--- config.mk ---
export PLATFORM = sky130hd
export DESIGN_NAME = fifo_out_arbiter_flat
export DESIGN_NICKNAME = d
export VERILOG_FILES = /design/src/rtl/fifo_out_arbiter_pkg.sv /design/src/rtl/fifo_out_arbiter_if.sv /design/src/rtl/fifo_out_arbiter_out_reg_stage.sv /design/src/rtl/fifo_out_arbiter.sv /design/src/flat_wrapper.sv
export SDC_FILE = /design/constraint.sdc
export NUM_CORES = 1
export LEC_CHECK = 0
export CELL_PAD_IN_SITES_DETAIL_PLACEMENT = 0
export CELL_PAD_IN_SITES_GLOBAL_PLACEMENT = 1
export CORE_MARGIN = 5
export CORE_UTILIZATION = 39
export CTS_BUF_LIST = sky130_fd_sc_hd__clkbuf_4
export CTS_CLUSTER_DIAMETER = 150
export CTS_CLUSTER_SIZE = 8
export DETAILED_ROUTE_END_ITERATION = 10
export GPL_TIMING_DRIVEN = 0
export PLACE_DENSITY = 0.91
export SYNTH_ARGS = -nofsm -noshare
export SYNTH_HDL_FRONTEND = slang
export SYNTH_SLANG_ARGS = --single-unit
--- constraint.sdc ---
create_clock -name clk -period 3.9 [get_ports clk]
set_input_delay 0.78 -clock clk [delete_from_list [all_inputs] [get_ports clk]]
set_output_delay 0.78 -clock clk [all_outputs]
set_load 0.1 [all_outputs]
--- src/rtl/fifo_out_arbiter_pkg.sv ---
// Shared types and default sizing for the dual-FIFO output arbiter.
package fifo_out_arbiter_pkg;

    localparam int DEFAULT_DATA_W    = 16;
    localparam int DEFAULT_BURST_LEN = 2;
    localparam int DEFAULT_CNT_W     = 32;

    typedef enum logic {
        IDLE  = 1'b0,
        BURST = 1'b1
    } arb_state_t;

    typedef logic src_t;

    function automatic src_t other_src(input src_t s);
        return ~s;
    endfunction

endpackage

--- src/rtl/fifo_out_arbiter_if.sv ---
// Handshake bundle between the two FIFO sources, the arbiter and the downstream consumer.
interface fifo_out_arbiter_if
    import fifo_out_arbiter_pkg::*;
#(
    parameter int DATA_W = DEFAULT_DATA_W,
    parameter int CNT_W  = DEFAULT_CNT_W
);
    logic [DATA_W-1:0] data_in0;
    logic              data_in_vld0;
    logic              data_in_rdy0;
    logic [DATA_W-1:0] data_in1;
    logic              data_in_vld1;
    logic              data_in_rdy1;
    logic [DATA_W-1:0] data_out;
    logic              data_out_src;
    logic              data_out_vld;
    logic              data_out_rdy;
    logic [CNT_W-1:0]  beats0;
    logic [CNT_W-1:0]  beats1;

    // Environment side: drives the sources and the downstream ready.
    modport master (
        output data_in0, data_in_vld0, data_in1, data_in_vld1, data_out_rdy,
        input  data_in_rdy0, data_in_rdy1, data_out, data_out_src, data_out_vld,
        input  beats0, beats1
    );

    // Arbiter side.
    modport slave (
        input  data_in0, data_in_vld0, data_in1, data_in_vld1, data_out_rdy,
        output data_in_rdy0, data_in_rdy1, data_out, data_out_src, data_out_vld,
        output beats0, beats1
    );
endinterface

--- src/rtl/fifo_out_arbiter_out_reg_stage.sv ---
// Single-entry registered valid/ready stage carrying {src, data}.
// Latency 1 cycle; accepts a new word only while slot_free, holds contents while stalled.
module fifo_out_arbiter_out_reg_stage #(
    parameter int W = 17
) (
    input  logic         clk,
    input  logic         rst,
    input  logic         in_vld,
    input  logic [W-1:0] in_dat,
    input  logic         out_rdy,
    output logic         out_vld,
    output logic [W-1:0] out_dat,
    output logic         slot_free
);

    assign slot_free = !out_vld || out_rdy;

    // in_vld is only raised by the arbiter when slot_free is high.
    always_ff @(posedge clk) begin
        if (rst) begin
            out_vld <= 1'b0;
            out_dat <= '0;
        end else if (in_vld) begin
            out_vld <= 1'b1;
            out_dat <= in_dat;
        end else if (out_rdy) begin
            out_vld <= 1'b0;
        end
    end

endmodule

--- src/rtl/fifo_out_arbiter.sv ---
// Round-robin burst arbiter merging two 16-bit FIFO streams into one tagged stream.
// Latency 1 cycle (plus one arbitration cycle per grant); a downstream stall freezes the burst without releasing it.
module fifo_out_arbiter
    import fifo_out_arbiter_pkg::*;
#(
    parameter int DATA_W    = DEFAULT_DATA_W,
    parameter int BURST_LEN = DEFAULT_BURST_LEN,
    parameter int CNT_W     = DEFAULT_CNT_W
) (
    input logic               clk,
    input logic               rst,
    fifo_out_arbiter_if.slave bus
);

    localparam int BC_W = $clog2(BURST_LEN + 1);

    arb_state_t      state, state_nxt;
    src_t            grant, grant_nxt;
    src_t            last, last_nxt;
    logic [BC_W-1:0] cnt, cnt_nxt;

    logic            slot_free;
    logic            gnt_vld;
    logic            xfer0, xfer1, xfer;
    logic [DATA_W:0] ld_dat;
    logic [DATA_W:0] out_dat;
    logic            out_vld;

    assign gnt_vld = grant ? bus.data_in_vld1 : bus.data_in_vld0;

    assign bus.data_in_rdy0 = (state == BURST) && (grant == 1'b0) && slot_free;
    assign bus.data_in_rdy1 = (state == BURST) && (grant == 1'b1) && slot_free;

    assign xfer0 = bus.data_in_vld0 && bus.data_in_rdy0;
    assign xfer1 = bus.data_in_vld1 && bus.data_in_rdy1;
    assign xfer  = xfer0 || xfer1;

    assign ld_dat = grant ? {1'b1, bus.data_in1} : {1'b0, bus.data_in0};

    always_ff @(posedge clk) begin
        if (rst) begin
            state <= IDLE;
            grant <= 1'b0;
            last  <= 1'b1;
            cnt   <= '0;
        end else begin
            state <= state_nxt;
            grant <= grant_nxt;
            last  <= last_nxt;
            cnt   <= cnt_nxt;
        end
    end

    always_comb begin
        state_nxt = state;
        grant_nxt = grant;
        last_nxt  = last;
        cnt_nxt   = cnt;
        case (state)
            IDLE: begin
                if (bus.data_in_vld0 || bus.data_in_vld1) begin
                    state_nxt = BURST;
                    cnt_nxt   = '0;
                    if (bus.data_in_vld0 && bus.data_in_vld1) begin
                        grant_nxt = other_src(last);
                    end else begin
                        grant_nxt = bus.data_in_vld1;
                    end
                end
            end
            BURST: begin
                if (xfer) begin
                    cnt_nxt = cnt + BC_W'(1);
                    if (cnt_nxt == BC_W'(BURST_LEN)) begin
                        last_nxt  = grant;
                        state_nxt = IDLE;
                    end
                // A granted source that goes quiet gives up the rest of its burst,
                // but only once the output slot could have taken a word.
                end else if (slot_free && !gnt_vld) begin
                    last_nxt  = grant;
                    state_nxt = IDLE;
                end
            end
            default: state_nxt = IDLE;
        endcase
    end

    always_ff @(posedge clk) begin
        if (rst) begin
            bus.beats0 <= '0;
            bus.beats1 <= '0;
        end else begin
            if (xfer0) bus.beats0 <= bus.beats0 + CNT_W'(1);
            if (xfer1) bus.beats1 <= bus.beats1 + CNT_W'(1);
        end
    end

    fifo_out_arbiter_out_reg_stage #(
        .W (DATA_W + 1)
    ) u_out_reg (
        .clk       (clk),
        .rst       (rst),
        .in_vld    (xfer),
        .in_dat    (ld_dat),
        .out_rdy   (bus.data_out_rdy),
        .out_vld   (out_vld),
        .out_dat   (out_dat),
        .slot_free (slot_free)
    );

    assign bus.data_out     = out_dat[DATA_W-1:0];
    assign bus.data_out_src = out_dat[DATA_W];
    assign bus.data_out_vld = out_vld;

endmodule

--- src/flat_wrapper.sv ---
// flat-port wrapper written by rule: the top's interface ports become plain ports
module fifo_out_arbiter_flat import fifo_out_arbiter_pkg::*;
#(
    parameter int DATA_W    = DEFAULT_DATA_W,
    parameter int BURST_LEN = DEFAULT_BURST_LEN,
    parameter int CNT_W     = DEFAULT_CNT_W
)
  (clk, rst, bus_data_in0, bus_data_in_vld0, bus_data_in1, bus_data_in_vld1, bus_data_out_rdy, bus_data_in_rdy0, bus_data_in_rdy1, bus_data_out, bus_data_out_src, bus_data_out_vld, bus_beats0, bus_beats1);
  fifo_out_arbiter_if #(.DATA_W(DATA_W), .CNT_W(CNT_W)) bus_i ();
  input logic clk;
  input logic rst;
  input wire logic [$bits(bus_i.data_in0)-1:0] bus_data_in0;
  input wire logic [$bits(bus_i.data_in_vld0)-1:0] bus_data_in_vld0;
  input wire logic [$bits(bus_i.data_in1)-1:0] bus_data_in1;
  input wire logic [$bits(bus_i.data_in_vld1)-1:0] bus_data_in_vld1;
  input wire logic [$bits(bus_i.data_out_rdy)-1:0] bus_data_out_rdy;
  output wire logic [$bits(bus_i.data_in_rdy0)-1:0] bus_data_in_rdy0;
  output wire logic [$bits(bus_i.data_in_rdy1)-1:0] bus_data_in_rdy1;
  output wire logic [$bits(bus_i.data_out)-1:0] bus_data_out;
  output wire logic [$bits(bus_i.data_out_src)-1:0] bus_data_out_src;
  output wire logic [$bits(bus_i.data_out_vld)-1:0] bus_data_out_vld;
  output wire logic [$bits(bus_i.beats0)-1:0] bus_beats0;
  output wire logic [$bits(bus_i.beats1)-1:0] bus_beats1;
  assign bus_i.data_in0 = bus_data_in0;
  assign bus_i.data_in_vld0 = bus_data_in_vld0;
  assign bus_i.data_in1 = bus_data_in1;
  assign bus_i.data_in_vld1 = bus_data_in_vld1;
  assign bus_i.data_out_rdy = bus_data_out_rdy;
  assign bus_data_in_rdy0 = bus_i.data_in_rdy0;
  assign bus_data_in_rdy1 = bus_i.data_in_rdy1;
  assign bus_data_out = bus_i.data_out;
  assign bus_data_out_src = bus_i.data_out_src;
  assign bus_data_out_vld = bus_i.data_out_vld;
  assign bus_beats0 = bus_i.beats0;
  assign bus_beats1 = bus_i.beats1;
  fifo_out_arbiter #(.DATA_W(DATA_W), .BURST_LEN(BURST_LEN), .CNT_W(CNT_W)) u_core (.clk(clk), .rst(rst), .bus(bus_i));
endmodule
Word level (Yosys, flattened, before mapping)
Cells that the tools add are included.
{"block": "op_classes", "add_sub_neg": 3, "bitwise": 3, "eq_ne": 4, "div": 0, "shift": 0, "multipliers": 0, "order_cmp": 0, "reduce_logical": 18, "mux": 16}
{"op": "adder 32 x 1 -> 32 bit, second input constant", "count": 2}
{"op": "two-way mux 17 bit", "count": 1}
{"op": "two-way mux 1 bit", "count": 11}
{"op": "logical AND 1 bit", "count": 8}
{"op": "two-way mux 2 bit", "count": 2}
{"op": "inequality test 2 x 1 -> 1 bit, second input constant", "count": 2}
{"op": "case mux 2 bit (2 select lines)", "count": 1}
{"op": "AND reduction 2 bit", "count": 2}
{"op": "nonzero test 2 bit", "count": 2}
{"op": "logical OR 1 bit", "count": 3}
{"op": "inverter 1 bit", "count": 3}
{"op": "AND reduction 3 bit", "count": 1}
{"op": "adder 2 x 1 -> 2 bit, second input constant", "count": 1}
{"op": "== test 2 bit, second input constant", "count": 1}
{"op": "zero test 1 bit", "count": 2}
{"op": "inequality test 2 bit, second input constant", "count": 1}
{"op": "case mux 1 bit (2 select lines)", "count": 1}
{"block": "word_totals", "in_bits": 37, "latch_bits": 0, "ramBits": 0, "mem_bits_ro": 0, "register_bits": 87, "output_inout_bits": 84, "memories": 0}

Longest topological paths before layout
Gate-level depths: netlist (run 1).
{"block": "depth", "word_depth": 7, "depth_mapped": 7}

By module
From an unflattened synthesis (run 1), not the netlist that was laid out.
{"block": "unflattened", "hier_cells": 484, "area_unflattened_um2": 4291.6}
{"mod": "fifo_out_arbiter", "instances": 1, "area_each_um2": 3641.0, "seq_area_each_um2": 1381.3, "cells_each": 425}
{"mod": "fifo_out_arbiter_out_reg_stage", "instances": 1, "area_each_um2": 650.6, "seq_area_each_um2": 360.3, "cells_each": 59}

Worst setup path after synthesis (run 1)
Ideal clock, no wire load.
{"block": "synth_path", "path_type": "input to output", "startpoint": "input bus_data_out_rdy", "endpoint": "output bus_data_in_rdy0", "required_time_ps": 3120, "path_slack_ps": 568, "t_arrival_ps": 2552, "path_stages": 4, "n_path_buf": 1, "path_cell_list": "nand2b_1 > clkbuf_1 > nand2_1 > nor2_1"}
{"block": "synth_between", "elab_chain_len": 2}
{"element": "from (decl)", "line": "flat_wrapper.sv:16", "rtl": "input wire logic [$bits(bus_i.data_out_rdy)-1:0] bus_data_out_rdy;"}
{"element": "logical OR 1 bit", "line": "fifo_out_arbiter_out_reg_stage.sv:16", "rtl": "assign slot_free = !out_vld || out_rdy;"}
{"element": "logical AND 1 bit", "line": "fifo_out_arbiter.sv:31", "rtl": "assign bus.data_in_rdy0 = (state == BURST) && (grant == 1'b0) && slot_free;"}
{"element": "to (decl)", "line": "flat_wrapper.sv:17", "rtl": "output wire logic [$bits(bus_i.data_in_rdy0)-1:0] bus_data_in_rdy0;"}
No other way between the ends.

Worst setup path in the final report (run 1)
{"block": "layout_path", "startpoint": "input bus_data_out_rdy", "endpoint": "output bus_data_in_rdy1"}
{"block": "layout_between", "elab_chain_len": 2}
{"element": "logical OR 1 bit", "line": "fifo_out_arbiter_out_reg_stage.sv:16"}
{"element": "logical AND 1 bit", "line": "fifo_out_arbiter.sv:32", "rtl": "assign bus.data_in_rdy1 = (state == BURST) && (grant == 1'b1) && slot_free;"}
{"element": "to (decl)", "line": "flat_wrapper.sv:18", "rtl": "output wire logic [$bits(bus_i.data_in_rdy1)-1:0] bus_data_in_rdy1;"}
No other way between the ends.

==> results of run 1 <==
## how the worst min path moves through the flow
stage,cells past startpoint,endpoint,slack [ns],startpoint
after global placement,2,u_core.bus.beats1[19],0.48,u_core.bus.beats1[19]
after floorplan,2,u_core.last,0.49,u_core.last
after detailed placement,2,u_core.bus.beats1[16],0.49,u_core.bus.beats1[16]
final,2,u_core.u_out_reg.out_dat[10],0.51,u_core.u_out_reg.out_dat[10]
after CTS,2,u_core.bus.beats1[19],0.51,u_core.bus.beats1[19]
after global routing,2,u_core.bus.beats1[16],0.53,u_core.bus.beats1[16]
## cell families after synthesis
family,after synthesis
AO/OA/AOI/OAI,101
flip-flops,87
multiplexers,34
adder cells (fa/ha/maj),3
XOR/XNOR,11
buffers and inverters,55
AND/OR/NAND/NOR,215
## metal layers
metal	global-route usage, %	wire length [um]	part of all wire (%)
met1	24.3	5490	43
met2	30.4	6030	47
met4	6.96	239	1.9
met5	0	0	0
met3	6.16	1100	8.6
## cell usage after synthesis, drive strengths merged
master and count:
dfxtp 87, nor2b 16, and2 5, o31ai 33, or3 7, and3 4, inv 13, o211ai 1
nor3 3, or4 33, buf 15, clkbuf 26, xor2 6, xnor2 5, a211oi 16, nand2b 3
o21ai 7, ha 3, or2 1, nand2 26, and4b 1, mux2i 18, nor2 49, dlygate4sd1 1
nand3 20, nand4b 1, mux2 16, and4 9, a21oi 41, nor4 18, o21bai 2, nand4 19
a31oi 1
## per-stage QoR
step,TNS (ns),setup WS [ns]
after global routing,0,0.00464
final,0,0.131
after detailed placement,-0.316,-0.166
after global placement,-0.278,-0.146
after floorplan,0,0.568
after CTS,0,0.0999
## report_power, final
part | total, mW | internal (mW) | leakage [nW] | switching, mW
Combinational | 0.331 | 0.101 | 1.07 | 0.230
Clock | 0.594 | 0.274 | 0.0793 | 0.320
Sequential | 0.924 | 0.911 | 0.704 | 0.0136
## registers in the layout, indices dropped and copies added (netlist names)
register                  flops
u_core.grant                  1
u_core.u_out_reg.out_dat     17
u_core.bus.beats1            32
u_core.cnt                    2
u_core.last                   1
u_core.bus.beats0            32
u_core.u_out_reg.out_vld      1
u_core.state                  1
## critical path, delay by kind of cell
kind,cells,cell delay (ns)
buffers and inverters,3,1.77
and+or+nand+nor,2,0.42
## area by class of cell
cell class | count | area share [%]
plain buffers | 42 | 3.34
clock buffers | 11 | 1.41
clock inverters | 5 | 1.41
inverters | 13 | 0.835
multi-input cells | 364 | 40.1
flip-flops and latches | 87 | 29.8
well taps | 140 | 3.00
repair buffers | 118 | 20.1
## what timing repair did
| action | CTS | global route |
|---|---|---|
| gates cloned | 0 | 0 |
| endpoints found under the setup margin | 2 | 2 |
| pin swaps | 0 | 0 |
| resized for setup | 2 | 3 |
==> metrics.md, run 1 <==
| Metric | Value |
|---|---|
| Type of destination of the critical path | primary output |
| Wire length of the first global-routing pass | 20.6 mm |
| Worst-margin pin slew | approximately 1.0 ns |
| IO Port Bufs | roughly 120 |
| Wirelength, routed | roughly 13 mm |
| Maximum count of clock buffers along a single path | 2 |
| Nets | 675 |
| Number of pins exceeding their max-slew limit in the final report | 0 |
| Hpwl dp | approximately 9.5 mm |
| Fill cells | 1026 |
| Pwr dens | between 300 and 400 nW/um2 |
| Leak pwr | about 1.9 nW |
| Distinct cell type count of the synthesized netlist | 41 |
| Time the worst path needs with I/O delays and setup | between 3 and 4 ns |
| Cell taking the most area after synthesis | sky130_fd_sc_hd__dfxtp_1 |
| WP data required | 3.12 ns |
| Worst IR drop on VDD | about 0.00021 V |
| TritonCTS buffer count | 9 |
| Setup violation total in the final timing report | 0 |
| Total routing usage reported by global routing | between 10% and 20% |
| Portion of netlist area occupied by mux cells | 8.32% |
| Yosys warning total | 0 |
| Initial core utilization | between 30% and 40% |
| Launch instance of the worst register-to-register path | u_core.state |
| Number of antenna repair diodes | 0 |
| Die Span Y | about 120 um |
| Number of maximum-capacitance constraint violations | 0 |
| First-pass DRT Iterations | 5 |
| Status | completed |
| Cell at the root of the clock tree | sky130_fd_sc_hd__clkbuf_4 |
| Unrepaired setup endpoints after global routing | false |
| Later-pin clock latency in the skew report | roughly 0.44 ns |
| Pin count of the biggest net entering global routing | 15 |
| Residual DRC | 0 |
| Clock Sink Count | 87 |
| Critical path's largest stage delay | a little under 0.9 ns |
| Commonest cells after routing, fill and taps aside | sky130_fd_sc_hd__clkdlybuf4s50_1, sky130_fd_sc_hd__dfxtp_1, sky130_fd_sc_hd__nor2_1, sky130_fd_sc_hd__a21oi_1, sky130_fd_sc_hd__o31ai_1 |
| Total global routing overflow | 0 |
| Antenna viol nets, final | 0 |
| GP Congestion | 0.819 |
| Initial detailed-routing violation count | between 200 and 300 |
| Via count of the first global-routing pass | 4282 |
| Combinational family with the most area after synthesis | simple AND/OR/NAND/NOR gates |
| Final setup skew | roughly 0.027 ns |
| Most area-consuming cells after synthesis | sky130_fd_sc_hd__dfxtp_1, sky130_fd_sc_hd__o31ai_1, sky130_fd_sc_hd__or4_1 |
| Count of non-filler cells in the finished layout | 780 |
| Net Count, Synth | around 550 |
| Max H-tree Level | 3 |
| Reg-to-reg setup timing slack | about 1.5 ns |
| Critical R2R Capture | u_core.bus.beats1[31] |
| Synthesized cell area | roughly 4300 um2 |
| Most common library cell in the layout ignoring fill and taps | sky130_fd_sc_hd__clkdlybuf4s50_1 |
| Number of placed instances with taps included | 764 |
| # hold bufs at CTS | 0 |
| Critical-path top delay cell | sky130_fd_sc_hd__clkdlybuf4s15_1 |
| Floorplan Core Area | between 10000 and 15000 um2 |
| Largest fanout of any net on the critical path | 10 |
| Worst path cell trace | clkdlybuf4s50_1, nand2b_1, clkbuf_1, and3_1, clkdlybuf4s15_1 |
| Clock transition at path regs | approximately 0.14 ns |
| Arrival @ worst endpoint | about 3 ns |
| Total non-filler cell area in the finished layout | 5850 um2 |
| Signed area change from the synthesized netlist to the final layout | 35.0% |
| I/O pin total | between 100 and 150 |
| Simple-gate share of the synthesized area | 28.0% |
| Cell depth of the worst flop-to-flop path | 6 |
| Synth Area in Adders | 0.867% |
| CTS tree | yes |
| CP startpoint | bus_data_out_rdy |
| Placement Cell Area | 5690 um2 |
| Worst min path class | register to register |
| Worst-case headroom to the max-slew limit | roughly 30% |
| Xor/xnor cell area share of the yosys netlist | under 10% |
| Seq. cell area | ~1700 um2 |
| Sequential fraction of the synthesis area | between 40% and 50% |
| Compound-Gate Fraction of Synth Area | 14.7% |
| Final period utilization | 96.6% |
| Portion of synthesized cell area occupied by the leading cell type | around two fifths |
| Number of antenna violations at the first check in global routing | 0 |
| Ratio of routed vias to standard cells | ~5.6 |
| Wire length per cell | about 16 um |
| Floorplan row count | 38 |
| Area used by multi-input combinational logic | 2340 um2 |
| Number of storage elements in the synthesis netlist | just under 90 |
| Crit path to | bus_data_in_rdy1 |
| Maximum clock frequency | about 270 MHz |
| Crit path kind | primary input to primary output |
| Via total after detailed routing | between 4000 and 5000 |
| Startpoint types | primary input |
| Overall power consumption | around 1.8 mW |
| Worst hold-check slack | ~0.51 ns |
| Die area | between 10000 and 15000 um2 |
| Setup Buffers After CTS | 0 |
| Synthesized area per cell | 8.56 um2 |
| Die extent in x | ~120 um |
| Synth Instances | between 500 and 600 |
| Layout cell share with drive strength beyond 1 | ~7.7% |
| Finished Core Util | between 50 and 60% |
| Number of hold violations in the final report | 0 |
No activity file was read; power rests on OpenSTA's default activity.
==> run 2, diff against run 1 <==
--- a/config.mk
+++ b/config.mk
@@ -7,6 +7,7 @@
 export LEC_CHECK = 0
 export CELL_PAD_IN_SITES_DETAIL_PLACEMENT = 0
 export CELL_PAD_IN_SITES_GLOBAL_PLACEMENT = 1
+export CORE_ASPECT_RATIO = 0.8
 export CORE_MARGIN = 5
 export CORE_UTILIZATION = 39
 export CTS_BUF_LIST = sky130_fd_sc_hd__clkbuf_4
==> run 2 against run 1 <==
Sequential power about the same. Via count down 0.30%. Power down 9.4%. Worst setup slack better by 0.035 ns. Highest routed layer unchanged. Critical path depth up 1. Combinational power about the same.
==> metrics.md, run 2 (synthesis gave the netlist of run 1 again) <==
| Metric | Value |
|---|---|
| Status | completed |
| Maximum clock frequency | 268 MHz (+0.93%) |
| Largest fanout of any net on the critical path | 10 (unchanged) |
| Wire length of the first global-routing pass | 20.6 mm (-0.10%) |
| Number of hold violations in the final report | 0 (unchanged) |
| Antenna viol nets, final | 0 (unchanged) |
| WP data required | 3.12 ns (about the same) |
| I/O pin total | 121 (unchanged) |
| Floorplan Core Area | 10800 um2 (about the same) |
| # hold bufs at CTS | 0 (unchanged) |
| Worst slack at placement | -0.126 ns (+0.0402 ns) |
| Maximum count of clock buffers along a single path | 2 (unchanged) |
| Largest delay share family, worst path | buffers and inverters |
| Arrival @ worst endpoint | 2.95 ns (-0.04 ns) |
| Worst path cell trace | clkdlybuf4s50_1, nand2b_1, clkbuf_1, nand2_1, nor2_1, clkdlybuf4s15_1 |
| Critical-path top delay cell | sky130_fd_sc_hd__clkdlybuf4s15_1 |
| Final period utilization | 95.8% (-0.89 points) |
| Crit path kind | primary input to primary output |
| Regs by FF count | u_core.bus.beats0: 32 flops, u_core.bus.beats1: 32 flops, u_core.u_out_reg.out_dat: 17 flops |
| Die area | 13300 um2 (about the same) |
| Worst IR drop on VDD | 0.000181 V (-12%) |
| Startpoint types | primary input |
| Die extent in x | 128 um (+11%) |
| Ratio of routed vias to standard cells | 5.61 (-0.55%) |
| Initial detailed-routing violation count | 395 (+48%) |
| Most common library cell in the layout ignoring fill and taps | sky130_fd_sc_hd__clkdlybuf4s50_1 |
| Max H-tree Level | 3 (unchanged) |
| Residual DRC | 0 (unchanged) |
| Number of pins exceeding their max-slew limit in the final report | 0 (unchanged) |
| Worst-case headroom to the max-slew limit | 32.6% (+2.3 points) |
| Wire length per cell | 16.2 um (-1.5%) |
| GP Congestion | 0.834 (+1.9%) |
| Commonest cells after routing, fill and taps aside | sky130_fd_sc_hd__clkdlybuf4s50_1, sky130_fd_sc_hd__dfxtp_1, sky130_fd_sc_hd__nor2_1, sky130_fd_sc_hd__a21oi_1, sky130_fd_sc_hd__o31ai_1 |
| Type of destination of the critical path | primary output |
| Number of maximum-capacitance constraint violations | 0 (unchanged) |
| Critical path buffers and inverters | 3 (unchanged) |
| Worst-margin pin slew | 1.01 ns (-0.0337 ns) |
| Floorplan row count | 34 (-11%) |
| Via count of the first global-routing pass | 4247 (-0.82%) |
| Finished Core Util | 53.3% (-0.60 points) |
| Pin count of the biggest net entering global routing | 13 (-2) |
| Total global routing overflow | 0 (unchanged) |
| Critical path's largest stage delay | 0.86 ns (-0.02 ns) |
| Die Span Y | 104 um (-9.6%) |
| TritonCTS buffer count | 9 (unchanged) |
| Layout cell share with drive strength beyond 1 | 6.90% (-0.76 points) |
| Time the worst path needs with I/O delays and setup | 3.73 ns (-0.0346 ns) |
| Signed area change from the synthesized netlist to the final layout | 33.6% |
| Leak pwr | 1.84 nW (-0.97%) |
| Clock transition at path regs | 0.11 ns (-0.03 ns) |
| Post-route worst setup slack | 0.165 ns (+0.0346 ns) |
| Later-pin clock latency in the skew report | 0.44 ns (about the same) |
| Nets | 675 (unchanged) |
| Pwr dens | 290 nW/um2 (-8.5%) |
| Clock Sink Count | 87 (unchanged) |
| First-pass DRT Iterations | 7 (+2) |
| Worst min path class | register to register |
| Wirelength, routed | 12.7 mm (-1.2%) |
| Unrepaired setup endpoints after global routing | false |
| IO Port Bufs | 118 (unchanged) |
| Cell at the root of the clock tree | sky130_fd_sc_hd__clkbuf_4 |
| Final setup skew | 0.0173 ns (-0.0101 ns) |
| Hpwl dp | 9.48 mm (-0.54%) |
| Number of antenna repair diodes | 0 (unchanged) |
| Number of antenna violations at the first check in global routing | 0 (unchanged) |
| Via total after detailed routing | 4389 (-0.30%) |
| Worst hold-check slack | 0.506 ns (-0.00232 ns) |
| Setup violation total in the final timing report | 0 (unchanged) |
| Total routing usage reported by global routing | 18.7% (-0.43 points) |
| Initial core utilization | 39.9% (about the same) |
| Overall power consumption | 1.68 mW (-9.4%) |
| CTS tree | yes |
## run 2: cell types whose count changed in the layout (fill, tap and decap cells not counted)
cell / before / now
sky130_fd_sc_hd__clkinv_1: 0 / 2
sky130_fd_sc_hd__dlygate4sd2_1: 0 / 1
sky130_fd_sc_hd__clkinv_2: 0 / 1
sky130_fd_sc_hd__bufinv_16: 2 / 0
sky130_fd_sc_hd__clkbuf_2: 1 / 0
sky130_fd_sc_hd__clkinvlp_4: 3 / 0
## run 2: layout make-up
| cell class | instances | area (um2) |
|---|---|---|
| Clock inverter | 3 | 12.5 |
| Inverter | 13 | 48.8 |
| Sequential cell | 87 | 1740 |
| Multi-Input combinational cell | 364 | 2340 |
| Fill cell | 1052 | 5060 |
| Timing Repair Buffer | 118 | 1180 |
| Buffer | 42 | 195 |
| Tap cell | 144 | 180 |
| Clock buffer | 11 | 82.6 |
## run 2: path summary, 6_finish.rpt
| kind | from | to | slack (ns) | cells past startpoint |
|---|---|---|---|---|
| setup / recovery | bus_data_out_rdy | bus_data_in_rdy0 | 0.17 | 6 |
| hold / removal | u_core.u_out_reg.out_dat[4] | u_core.u_out_reg.out_dat[4] | 0.51 | 2 |
| setup reg to reg | u_core.state | u_core.bus.beats1[31] | 1.41 | 6 |
| hold reg to reg | u_core.u_out_reg.out_dat[4] | u_core.u_out_reg.out_dat[4] | 0.51 | 2 |
## run 2: per-stage QoR
stage	instances	instance area (um2)	TNS, ns
final	782	5780	0
after global routing	782	5780	0
after CTS	782	5780	0
after detailed placement	768	5690	-0.210
after global placement	768	5690	-0.214
after floorplan	506	4330	0
## run 2: tightest hold or removal path, cell delays in order (launching register included)
cell and delay, ns:
sky130_fd_sc_hd__dfxtp_1 0.33, sky130_fd_sc_hd__nor2_1 0.10, sky130_fd_sc_hd__a211oi_1 0.05
## run 2: repair_timing
| action | CTS | global route |
|---|---|---|
| setup endpoints to repair | 2 | 1 |
| buffers inserted | 0 | 0 |
| resized for setup | 2 | 1 |
## run 2: metal layers
| metal | track usage (%) | part of all wire, % | vias up |
|---|---|---|---|
| met4 | 4.39 | 0.72 | 0 |
| met3 | 6.78 | 9.0 | 8 |
| met2 | 30.0 | 46 | 172 |
| met1 | 23.8 | 44 | 2066 |
| met5 | 0 | 0 | - |
| li1 | - | - | 2143 |
## run 2: report_power, final
part           switching [mW]  internal (mW)  total (mW)
sequential             0.0128          0.910       0.923
combinational           0.230          0.101       0.332
clock                   0.286          0.134       0.421
